File: src/rtl/mem_arbiter.sv
// mem_arbiter: two-requester round-robin arbiter in front of a single shared memory port
module mem_arbiter #(
    parameter int ADDR_W = 32,
    parameter int DATA_W = 32
) (
    input  logic              clk,
    input  logic              resetn,
    input  logic              req0,
    input  logic              req1,
    input  logic [ADDR_W-1:0] addr0,
    input  logic [ADDR_W-1:0] addr1,
    input  logic [DATA_W-1:0] wdata0,
    input  logic [DATA_W-1:0] wdata1,
    input  logic              we0,
    input  logic              we1,
    output logic              gnt0,
    output logic              gnt1,
    output logic              rvalid0,
    output logic              rvalid1,
    output logic [DATA_W-1:0] rdata0,
    output logic [DATA_W-1:0] rdata1,
    output logic [ADDR_W-1:0] mem_address,
    output logic [DATA_W-1:0] mem_data_out,
    output logic              mem_we,
    input  logic [DATA_W-1:0] mem_data_in
);
    typedef enum logic [1:0] {IDLE, ACCESS, RESP} state_t;
    state_t state_q, state_d;
    logic id_q, last_q, we_q, rvalid0_q, rvalid1_q, pick, take;
    logic [ADDR_W-1:0] addr_q;
    logic [DATA_W-1:0] wdata_q, rdata0_q, rdata1_q;
    assign take = state_q == IDLE && (req0 || req1);
    assign pick = (req0 && req1) ? ~last_q : req1;
    // state register; reset aborts any transaction in flight
    always_ff @(posedge clk) begin
        state_q <= resetn ? state_d : IDLE;
    end
    // fixed IDLE -> ACCESS -> RESP -> IDLE walk, leaving IDLE only on a request
    always_comb begin
        state_d = state_q == IDLE   ? ((req0 || req1) ? ACCESS : IDLE) :
                  state_q == ACCESS ? RESP : IDLE;
    end
    // memory strobes and grant pulses exist only during the single ACCESS cycle
    always_comb begin
        gnt0         = state_q == ACCESS && !id_q;
        gnt1         = state_q == ACCESS && id_q;
        mem_we       = state_q == ACCESS && we_q;
        mem_data_out = (state_q == ACCESS && we_q) ? wdata_q : '0;
    end
    // latch the winner in IDLE, complete it at the RESP edge
    always_ff @(posedge clk) begin
        if (!resetn) begin
            id_q      <= 1'b0;
            last_q    <= 1'b1;
            we_q      <= 1'b0;
            addr_q    <= '0;
            wdata_q   <= '0;
            rdata0_q  <= '0;
            rdata1_q  <= '0;
            rvalid0_q <= 1'b0;
            rvalid1_q <= 1'b0;
        end else begin
            if (take) begin
                id_q    <= pick;
                addr_q  <= pick ? addr1 : addr0;
                wdata_q <= pick ? wdata1 : wdata0;
                we_q    <= pick ? we1 : we0;
            end
            rvalid0_q <= state_q == RESP && !id_q;
            rvalid1_q <= state_q == RESP && id_q;
            if (state_q == RESP) last_q <= id_q;
            if (state_q == RESP && !we_q && !id_q) rdata0_q <= mem_data_in;
            if (state_q == RESP && !we_q && id_q) rdata1_q <= mem_data_in;
        end
    end
    assign mem_address = addr_q;
    assign rvalid0     = rvalid0_q;
    assign rvalid1     = rvalid1_q;
    assign rdata0      = rdata0_q;
    assign rdata1      = rdata1_q;
endmodule

File: config.mk
export PLATFORM = sky130hd
export DESIGN_NAME = mem_arbiter
export DESIGN_NICKNAME = d
export VERILOG_FILES = /design/src/rtl/mem_arbiter.sv
export SDC_FILE = /design/constraint.sdc
export NUM_CORES = 1
export LEC_CHECK = 0
export ABC_AREA = 1
export CAP_MARGIN = 15
export CORE_ASPECT_RATIO = 1.4
export CORE_MARGIN = 5
export CORE_UTILIZATION = 44
export CTS_BUF_LIST = sky130_fd_sc_hd__clkbuf_4
export DETAILED_ROUTE_END_ITERATION = 8
export PLACE_DENSITY = 0.94
export SETUP_SLACK_MARGIN = 0.05
export SYNTH_ARGS = -nofsm -noshare
export SYNTH_HDL_FRONTEND = slang
export SYNTH_SLANG_ARGS = --single-unit
export TNS_END_PERCENT = 10
File: constraint.sdc
create_clock -name clk -period 1.35 [get_ports clk]
set_input_delay 0.27 -clock clk [delete_from_list [all_inputs] [get_ports clk]]
set_output_delay 0.27 -clock clk [all_outputs]
set_load 0.005 [all_outputs]
==> key figures, run 1 <==
Power and ir drop
  • P_leak: 5.117 nW
  • Switching part of the total power: a little under a third
  • Combinational fraction of design power: between 20% and 30%
  • Reg power frac: 42.4%
  • Psw: 0.003328 W
  • Clk pwr share: about 30%
  • Peak supply drop: between 500 and 600 uV
  • Power Internal: 0.007252 W
  • PwrDens: 975.0 nW/um2

Synthesis
  • Cell variety after synth: 17
  • Seq/Total Area, Yosys: between 30% and 40%
  • Synth Area in Adders: 0%
  • Top cell type's share of synthesized area: 39.32%
  • Synthesized area: slightly below 7000 um2
  • Number of flops mapped to enable cells by yosys: 0
  • FFs w/ async S/R, synth: 0%
  • XOR/XNOR Fraction of Synth Area: 0%
  • Top cells by area, synth: dfxtp_1 (39%), nor2_1 (16%), nand2_1 (14%)
  • Syn nets: between 1,000 and 1,500
  • Yosys warning count: 0
  • Top FF cell, synth: dfxtp_1
  • Multiplexer share of the synthesized area: 0%
  • Simple-gate share of the synthesized area: between 40% and 50%
  • Largest area contributor in the netlist: dfxtp_1
  • Synthesized flop and latch total: 135
  • Compound-Gate Fraction of Synth Area: between 7 and 8%
  • Largest family of logic cells by synthesized area: simple AND/OR/NAND/NOR gates
  • Top-count cell post-synth: nor2_1
  • Avg Inst Size Synth: approximately 6.3 um2
  • Synth top cells by count: nor2_1 (302), nand2_1 (263), dfxtp_1 (135), inv_1 (102), nand3_1 (68)
  • Syn Inst Count: around 1,100

Run status
  • Failing checks: setup timing
  • Outcome: finished, violations left

Clock network
  • Root Buffer: clkbuf_4
  • Skew-Pair Late Insertion Delay: between 0.5 and 0.6 ns
  • CTS clk-pin slew, worst paths: around 0.14 ns
  • Clock buffer count from CTS: 17
  • CTS max path bufs: 2
  • Hold Buf Count CTS: 0
  • Htree depth: 4
  • Clock Sinks: 135
  • CTS tree: done

Drt
  • Wire per inst: roughly 15 um
  • Vias after detailed routing: 8,095
  • Post-route DRC: 0
  • Via/cell ratio: between 5 and 6
  • Drt pass-1 iters: 5
  • Final ANT Viol Nets: 0
  • Final wirelength: 23.71 mm
  • Initial DRC Count: ~600

Timing
  • Final setup vio count: 39
  • Slew HR: between 70% and 80%
  • Fmax achieved: between 500 and 600 MHz
  • Worst-margin pin slew: between 0.3 and 0.4 ns
  • Setup ws final: -0.5178 ns
  • Period utilization: 138.4%
  • Minimum clock period: 1.868 ns
  • Unrepaired setup endpoints after global routing: true
  • Final clock skew: roughly 0.03 ns
  • Slew Viols, Final: 0
  • Final hold vios: 0

Floorplanning
  • Core Box Area: around 15,000 um2
  • Die width: between 100 and 150 um
  • I/O pin total: 299
  • Row cnt: between 50 and 60
  • Die ar.: about 18,000 um2
  • Chip height: about 160 um
  • Initial Util: roughly 44%

Min path
  • Min-delay src: resetn
  • Hold Path Depth: 3
  • Worst hold path type: in -> reg

Setup path
  • Crit path from: state_q[0]$_SDFF_PN0_
  • CP required: roughly 1.1 ns
  • Crit-path max FO: 8
  • Crit path max-delay family: buffers and inverters
  • Worst reg2reg path depth: 8
  • Worst path max stage delay: 0.35 ns
  • Critical R2R Launch: state_q[1]$_SDFF_PP0_
  • Kind of critical path: reg -> out
  • CP dominant cell by count: nor2_4
  • Worst path depth: 7
  • Crit-path cells: inv_2 -> nor2_4 -> nand2_4 -> buf_16 -> buf_12 -> nor2_4 -> buf_2
  • Startpoint Class: register
  • Critical path capture point type: output port
  • CP bufs+invs: 4
  • Slowest cell on the critical path: dfxtp_2
  • Arrival @ worst endpoint: between 1.5 and 2 ns

Global routing
  • Initial antenna violation count: 1
  • Grt ovf: 0
  • GRT Total Usage: 25.09%
  • First-pass GRT wire length: around 37 mm
  • Vias in the first global route: 7,649
  • Largest net degree at the start of global routing: 58

Placed design
  • Placement Cell Area: 10,310 um2
  • Routability cong.: 0.8702
  • Number of port buffers: 298
  • Placed Cells: 1,546
  • Detailed placer's ending HPWL: roughly 17 mm

Cells and area
  • Area Growth Syn to Fin: 57.89%
  • Final instance area: between 10,000 and 15,000 um2
  • Nets: around 1,500
  • Share of cells above drive strength 1: a little over a quarter
  • Fin cells: roughly 1,600

Run
  • Max_cap viols: 0
placed cells by master, fill, tap and decap left out, types with 2 or more instances in the layout:
master,n
nor2_1,261
nor2_2,29
clkinv_4,3
a21boi_1,13
inv_8,2
dfxtp_2,98
clkbuf_4,17
inv_6,4
buf_2,63
nand2_4,2
buf_12,21
inv_4,2
nand3_1,67
nor2_4,14
buf_4,31
a21boi_0,52
diode_2,2
nand4_1,64
bufinv_16,4
buf_6,71
inv_1,98
nand2_1,260
clkdlybuf4s50_1,163
dfxtp_1,36
inv_2,3
state kept, by name, summed over array words and instances, names as in the netlist:
signal	count
rdata0	32
rdata1	32
we_q	1
rvalid0	1
wdata_q	32
mem_address	32
last_q	1
rvalid1	1
id_q	1
state_q	2
metal layers:
metal	vias to the layer above	share of wire [%]	wire length [um]	track usage [%]
met3	91	8.0	1893	5.736
met1	3657	36	8543	27.31
met2	389	51	12110	45.17
li1	3958	-	-	-
met4	0	4.9	1163	12.66
met5	-	0	0	0
kinds of logic (layout without fill, tap and decap cells):
| kind of cell | count (synthesis) | in the layout |
|---|---|---|
| AND/OR/NAND/NOR | 700 | 700 |
| flip-flops | 135 | 135 |
| other | 0 | 2 |
| buffers and inverters | 189 | 487 |
| AO/OA/AOI/OAI | 67 | 67 |
worst min-delay path, stage by stage:
cell,delay [ns]
buf_4,0.21
nand2_1,0.10
nor2_1,0.03
through the flow:
stage / setup TNS [ns] / worst slack [ns] / util, % / hold slack (ns) / power [W]
5_1_grt: -22.76 / -0.6471 / 70.14 / 0.03854 / 0.01116
6_report: -15.69 / -0.5178 / 70.14 / 0.1018 / 0.01058
4_1_cts: -19.03 / -0.6129 / 68.58 / 0.04858 / 0.01054
3_3_place_gp: -27.60 / -0.3354 / 66.66 / 0.4620 / 0.007159
3_5_place_dp: -29.78 / -0.3910 / 66.66 / 0.4727 / 0.007249
2_1_floorplan: 0 / 0.1327 / - / 0.4486 / 0.005832
what timing repair did:
| action | 4_1_cts | 5_1_grt |
|---|---|---|
| setup buffers | 5 | 1 |
| gates cloned | 1 | 0 |
| resized for setup | 703 | 70 |
| setup endpoints to repair | 248 | 263 |
| pin swaps | 10 | 25 |
layout make-up:
type	instances	area, um2
diodes	2	5.005
clock buffers	17	127.6
clock inverters	15	216.5
fillers	1168	4621
inverters	103	391.6
multi-input cells	767	3583
flip-flops and latches	135	2829
well taps	196	245.2
repair buffers	352	3453
path summary, 6_finish.rpt:
kind	endpoint	slack, ns
worst max-delay path	mem_data_out[5]	-0.52
worst min-delay path	mem_address[12]$_SDFFE_PN0P_	0.10
worst max register to register	wdata_q[8]$_SDFFE_PN0P_	-0.04
worst min register to register	rdata1[19]$_SDFFE_PN0P_	0.48
power by group through the flow:
stage	clock network [W]	registers [W]	logic, W
after floorplan	0	0.00450	0.00133
after global placement	0	0.00449	0.00267
after detailed placement	0	0.00451	0.00274
after CTS	0.00329	0.00447	0.00277
after global routing	0.00350	0.00452	0.00314
final	0.00324	0.00448	0.00286
(Power assumes the default switching activity.)
==> inputs of run 2 (changes only) <==
Settings changed: PLACE_DENSITY 0.94 to unset, PLACE_DENSITY_LB_ADDON set to 0.05.
==> key figures, run 2 (synthesized netlist as in run 1, its figures left out) <==
Timing
  • Fmax achieved: ~520 MHz
  • Setup ws final: -0.5904 ns
  • Worst-margin pin slew: 0.4072 ns
  • Slew Viols, Final: 0
  • Minimum clock period: ~1.9 ns
  • Period utilization: 143.7%
  • Unrepaired setup endpoints after global routing: true
  • Final setup vio count: 77
  • Final hold vios: 0
  • Final clock skew: 0.01375 ns
  • Setup TNS: -20.06 ns
  • Slew HR: roughly 73%

Cells and area
  • Area Growth Syn to Fin: 57.91%
  • Area of the multi-input gates: approximately 3600 um2
  • Fillers: approximately 1,400
  • Register area: about 2800 um2
  • Final Util: between 70% and 80%
  • Nets: 1,540
  • Final instance area: 10,850 um2
  • Most frequent cells in the layout: nor2_1 (271), nand2_1 (260), clkdlybuf4s50_1 (163)
  • Share of cells above drive strength 1: between 20% and 30%
  • Most common cell after layout, fill and taps aside: nor2_1

Placed design
  • Number of port buffers: around 300
  • Placement Cell Area: 10,210 um2
  • Detailed placer's ending HPWL: approximately 16 mm
  • Routability cong.: 0.8559

Drt
  • Initial DRC Count: 473
  • Drt pass-1 iters: 5
  • Final wirelength: ~23 mm
  • Wire per inst: 14.53 um
  • Post-route DRC: 0
  • Via/cell ratio: ~4.8
  • Final ANT Viol Nets: 0
  • Vias after detailed routing: 7,677

Setup path
  • Startpoint Class: register
  • Worst reg2reg path depth: 9
  • CP required: between 1 and 1.5 ns
  • Crit-path max FO: 7
  • R2R setup slack: -0.08 ns
  • Critical R2R Launch: state_q[0]$_SDFF_PN0_
  • Arrival @ worst endpoint: around 1.7 ns
  • Critical path capture point type: output port
  • Kind of critical path: reg -> out
  • Reg2reg end: wdata_q[7]$_SDFFE_PN0P_

Min path
  • Worst hold path type: in -> reg
  • Min-delay src: req1
  • Min-Delay Endpoint: id_q$_SDFFE_PN0P_
  • Hold Path Depth: 5

Run status
  • Failing checks: setup timing
  • Outcome: finished, violations left

Clock network
  • CTS clk-pin slew, worst paths: 0.12 ns
  • Root Buffer: clkbuf_4
  • CTS tree: done
  • Htree depth: 4
  • CTS max path bufs: 2
  • Skew-Pair Late Insertion Delay: 0.55 ns
  • Clock buffer count from CTS: 17
  • Clock Sinks: between 100 and 150

Floorplanning
  • Die ar.: between 15,000 and 20,000 um2
  • Chip height: between 150 and 200 um
  • Row cnt: 54
  • Initial Util: 44.42%
  • Core Box Area: between 15,000 and 20,000 um2
  • Die width: between 100 and 150 um
  • I/O pin total: about 300

Global routing
  • Vias in the first global route: slightly above 7,000
  • Initial antenna violation count: 2
  • Largest net degree at the start of global routing: 55
  • Grt ovf: 0
  • First-pass GRT wire length: 35.58 mm
  • GRT Total Usage: between 20% and 30%

Power and ir drop
  • P_leak: a little over 5 nW
  • Peak supply drop: 516.8 uV
  • PwrDens: about 910 nW/um2

Run
  • Max_cap viols: 0
run 2: changes by cell type in the layout (fill, tap and decap cells not counted), moves of 3 or more:
cell / previous run / this run
clkinvlp_4: 1 / 5
clkinv_4: 3 / 0
inv_6: 4 / 7
buf_2: 63 / 54
nor2_4: 14 / 22
nor2_2: 29 / 11
buf_6: 71 / 84
nor2_1: 261 / 271
bufinv_16: 4 / 0
buf_4: 31 / 23
run 2: worst max-delay path by stage:
stage	slack, ns	to	startpoint	cells after the start
5_1_grt	-0.68	mem_data_out[19]	state_q[0]$_SDFF_PN0_	7
4_1_cts	-0.67	mem_data_out[7]	state_q[0]$_SDFF_PN0_	7
6_report	-0.59	mem_data_out[7]	state_q[0]$_SDFF_PN0_	7
3_5_place_dp	-0.34	mem_data_out[8]	state_q[0]$_SDFF_PN0_	6
3_3_place_gp	-0.30	mem_address[17]$_SDFFE_PN0P_	req0	7
2_1_floorplan	0.13	mem_data_out[22]	state_q[0]$_SDFF_PN0_	5
run 2: layout make-up:
class | count | share of cell area (%)
flip-flops and latches | 135 | 26.09
diodes | 2 | 0.04611
inverters | 103 | 3.585
repair buffers | 350 | 32.46
clock buffers | 17 | 1.176
multi-input cells | 767 | 33.16
well taps | 196 | 2.260
clock inverters | 15 | 1.222
run 2: worst max-delay path, stage by stage (launching register included):
cell and delay [ns]:
dfxtp_2 0.37, inv_2 0.05, nor2_4 0.11, nand2_4 0.10, buf_16 0.15, buf_12 0.14
nor2_2 0.09, buf_2 0.12
run 2: report_power, final:
part	switching, W	internal, W	total [W]	leakage [nW]
clock	0.00174	0.000800	0.00254	0.129
combinational	0.00142	0.00142	0.00283	3.79
sequential	0.000153	0.00432	0.00447	1.15
total	0.00331	0.00654	0.00985	5.07
run 2: per-layer routing:
metal,global-route usage [%],part of all wire [%],vias up
met5,0,0.048,-
met4,11.66,4.8,2
met3,7.992,8.4,72
met2,41.97,49,276
met1,27.52,37,3377
li1,-,-,3950
run 2: repair_timing:
| action | in CTS | in global routing |
|---|---|---|
| buffers inserted | 9 | 5 |
| hold buffers | 1 | 0 |
| pin swaps | 20 | 20 |
| hold endpoints to repair | 2 | 0 |
| gates cloned | 2 | 0 |
| setup endpoints to repair | 209 | 262 |
| gates resized for setup | 699 | 91 |
run 2: per-stage QoR:
| stage | setup WS [ns] | hold slack, ns | std cells | total power, W |
|---|---|---|---|---|
| floorplan | 0.1327 | 0.4486 | 1091 | 0.005832 |
| global placement | -0.3014 | 0.4602 | 1535 | 0.007155 |
| detailed placement | -0.3418 | 0.4699 | 1535 | 0.007188 |
| CTS | -0.6699 | 0.2378 | 1579 | 0.009814 |
| global route | -0.6803 | 0.2836 | 1584 | 0.01045 |
| finish | -0.5904 | 0.2874 | 1585 | 0.009845 |
==> RTL edit (config.mk and constraints of run 1) <==
Set the parameter `DATA_W` to 24 (it was 32).
--- a/src/rtl/mem_arbiter.sv
+++ b/src/rtl/mem_arbiter.sv
@@ -1,7 +1,7 @@
 // mem_arbiter: two-requester round-robin arbiter in front of a single shared memory port
 module mem_arbiter #(
     parameter int ADDR_W = 32,
-    parameter int DATA_W = 32
+    parameter int DATA_W = 24
 ) (
     input  logic              clk,
     input  logic              resetn,
Interface: changed (6 resized); port bits go from 299 to 251. The function was not compared with the original's and may differ.
==> RTL edit against run 1 <==
The flow still finishes with violations (setup timing). Sequential cell count fell by 24. Count of clock-buffer cells in the layout fell by 7. Largest cell class unchanged. Power fell by 28%. Cell area fell by 20%. Routed wire length fell by 22%. Critical path depth did not move. Clock power fell by 50%. Fmax rose by 2.0%. Sequential share of layout area rose by 0.63 points. Area after synthesis fell by 16%. Worst setup slack improved by 0.036 ns. Synthesized cell count fell by 17%.
==> RTL edit: results (changes against run 1) <==
** Run status
- Outcome :: complete, but fails checks
- Violated checks :: setup timing

** Power and ir drop
- The worst ir drop on vdd was 0.436 mV (-19%).
- Clk. pwr :: 0.00163 W (-50%)
- LEAKAGE :: 4.13 nW (-19%)
- The overall power after layout came to 0.00764 W (-28%).

** Placement
- The instance area after placement was 8530 sq um (-17%).
- The weighted congestion reported at the end of routability-driven placement came to 0.828 (-4.9%).
- Input/output buffers :: 250 (-16%)

** Yosys
- The share of synthesized area occupied by flip-flops and latches was 0.385 (-0.00831).
- Synth area leaders :: sky130_fd_sc_hd__dfxtp_1 38%, sky130_fd_sc_hd__nor2_1 16%, sky130_fd_sc_hd__nand2_1 14%
- Leading post-synthesis cells by instance count :: 244 x sky130_fd_sc_hd__nor2_1, 222 x sky130_fd_sc_hd__nand2_1, 111 x sky130_fd_sc_hd__dfxtp_1, 83 x sky130_fd_sc_hd__inv_1, 60 x sky130_fd_sc_hd__nand3_1
- The post-synth net total is 1049 (-17%).

** STA
- The setup TNS after final layout was -11.75 ns (+3.94 ns).
- The worst hold margin was 0.118 ns (+0.0158 ns).
- The final clock skew came to 0.0262 ns (-0.00426 ns).
- The minimum setup slack in the final design came to -0.481 ns (+0.0364 ns).
- Setup violation total in the final timing report :: 41 (+5.1%)

** Detailed routing
- The first-pass detailed-route iteration total came to 4 (-1).
- The total number of vias was 6390 (-21%).

** Clock tree
- Clock buffer count from CTS :: 9 (-8)
- The post-CTS setup buffer count is 3 (-2).
- Cells resized by post-CTS repair :: 547 (-22%)
- Worst-Skew Late Latency :: 0.49 ns (-0.05 ns)

** Final layout
- The final-layout clock-cell area share came to 0.0149 (-0.0168).
- Count of clock-net buffers in the final layout :: 10 (-7)
- Non-clock buffer share of cell area :: 0.306 (-0.0122)
- The final cell count without fillers is 1296 (-18%).
- The fraction of final layout cells sized beyond drive strength 1 is 0.264 (-0.00409).
- Inverters excl. clock :: 87 (-16%)
- The number of diodes came to 1 (-1).

** Critical path
- The data arrival at the endpoint of the critical path was 1.56 ns (-0.04 ns).
- The maximum net fanout on the critical path came to 6 (-2).
- The worst register-to-register path ends at wdata_q[20].
- The reg2reg setup slack came to -0.07 ns (-0.03 ns).
- The number of cells on the worst reg-to-reg path is 9 (+1).

** Floorplan
- The area of the core region was 12900 sq um (-17%).

** Global routing
- Global-route wire length before repair :: 29400 microns (-20%)
- Number of global-route vias before repair :: 6176 (-19%)
==> RTL edit: changes by cell type after synthesis, moves of 4 or more <==
cell,delta
sky130_fd_sc_hd__nand4_1,-16
sky130_fd_sc_hd__nor2_1,-58
sky130_fd_sc_hd__nand3_1,-8
sky130_fd_sc_hd__a21boi_0,-11
sky130_fd_sc_hd__buf_4,-4
sky130_fd_sc_hd__clkbuf_1,-8
sky130_fd_sc_hd__buf_1,-6
sky130_fd_sc_hd__dfxtp_1,-24
sky130_fd_sc_hd__nand2_1,-41
sky130_fd_sc_hd__buf_6,+9
sky130_fd_sc_hd__buf_2,-7
sky130_fd_sc_hd__inv_1,-19
==> RTL edit: logic make-up after synthesis <==
logic type,share of synthesized area
and+or+nand+nor,0.414
buffers and inverters,0.124
DFF,0.385
AOI/OAI and AO/OA,0.0765
==> RTL edit: layer usage <==
layer	wire length [microns]	vias up	global-route usage
met2	9780	232	0.422
met3	1360	58	0.0519
met1	6740	2838	0.248
met5	0	-	0
li1	-	3262	-
met4	730	0	0.111
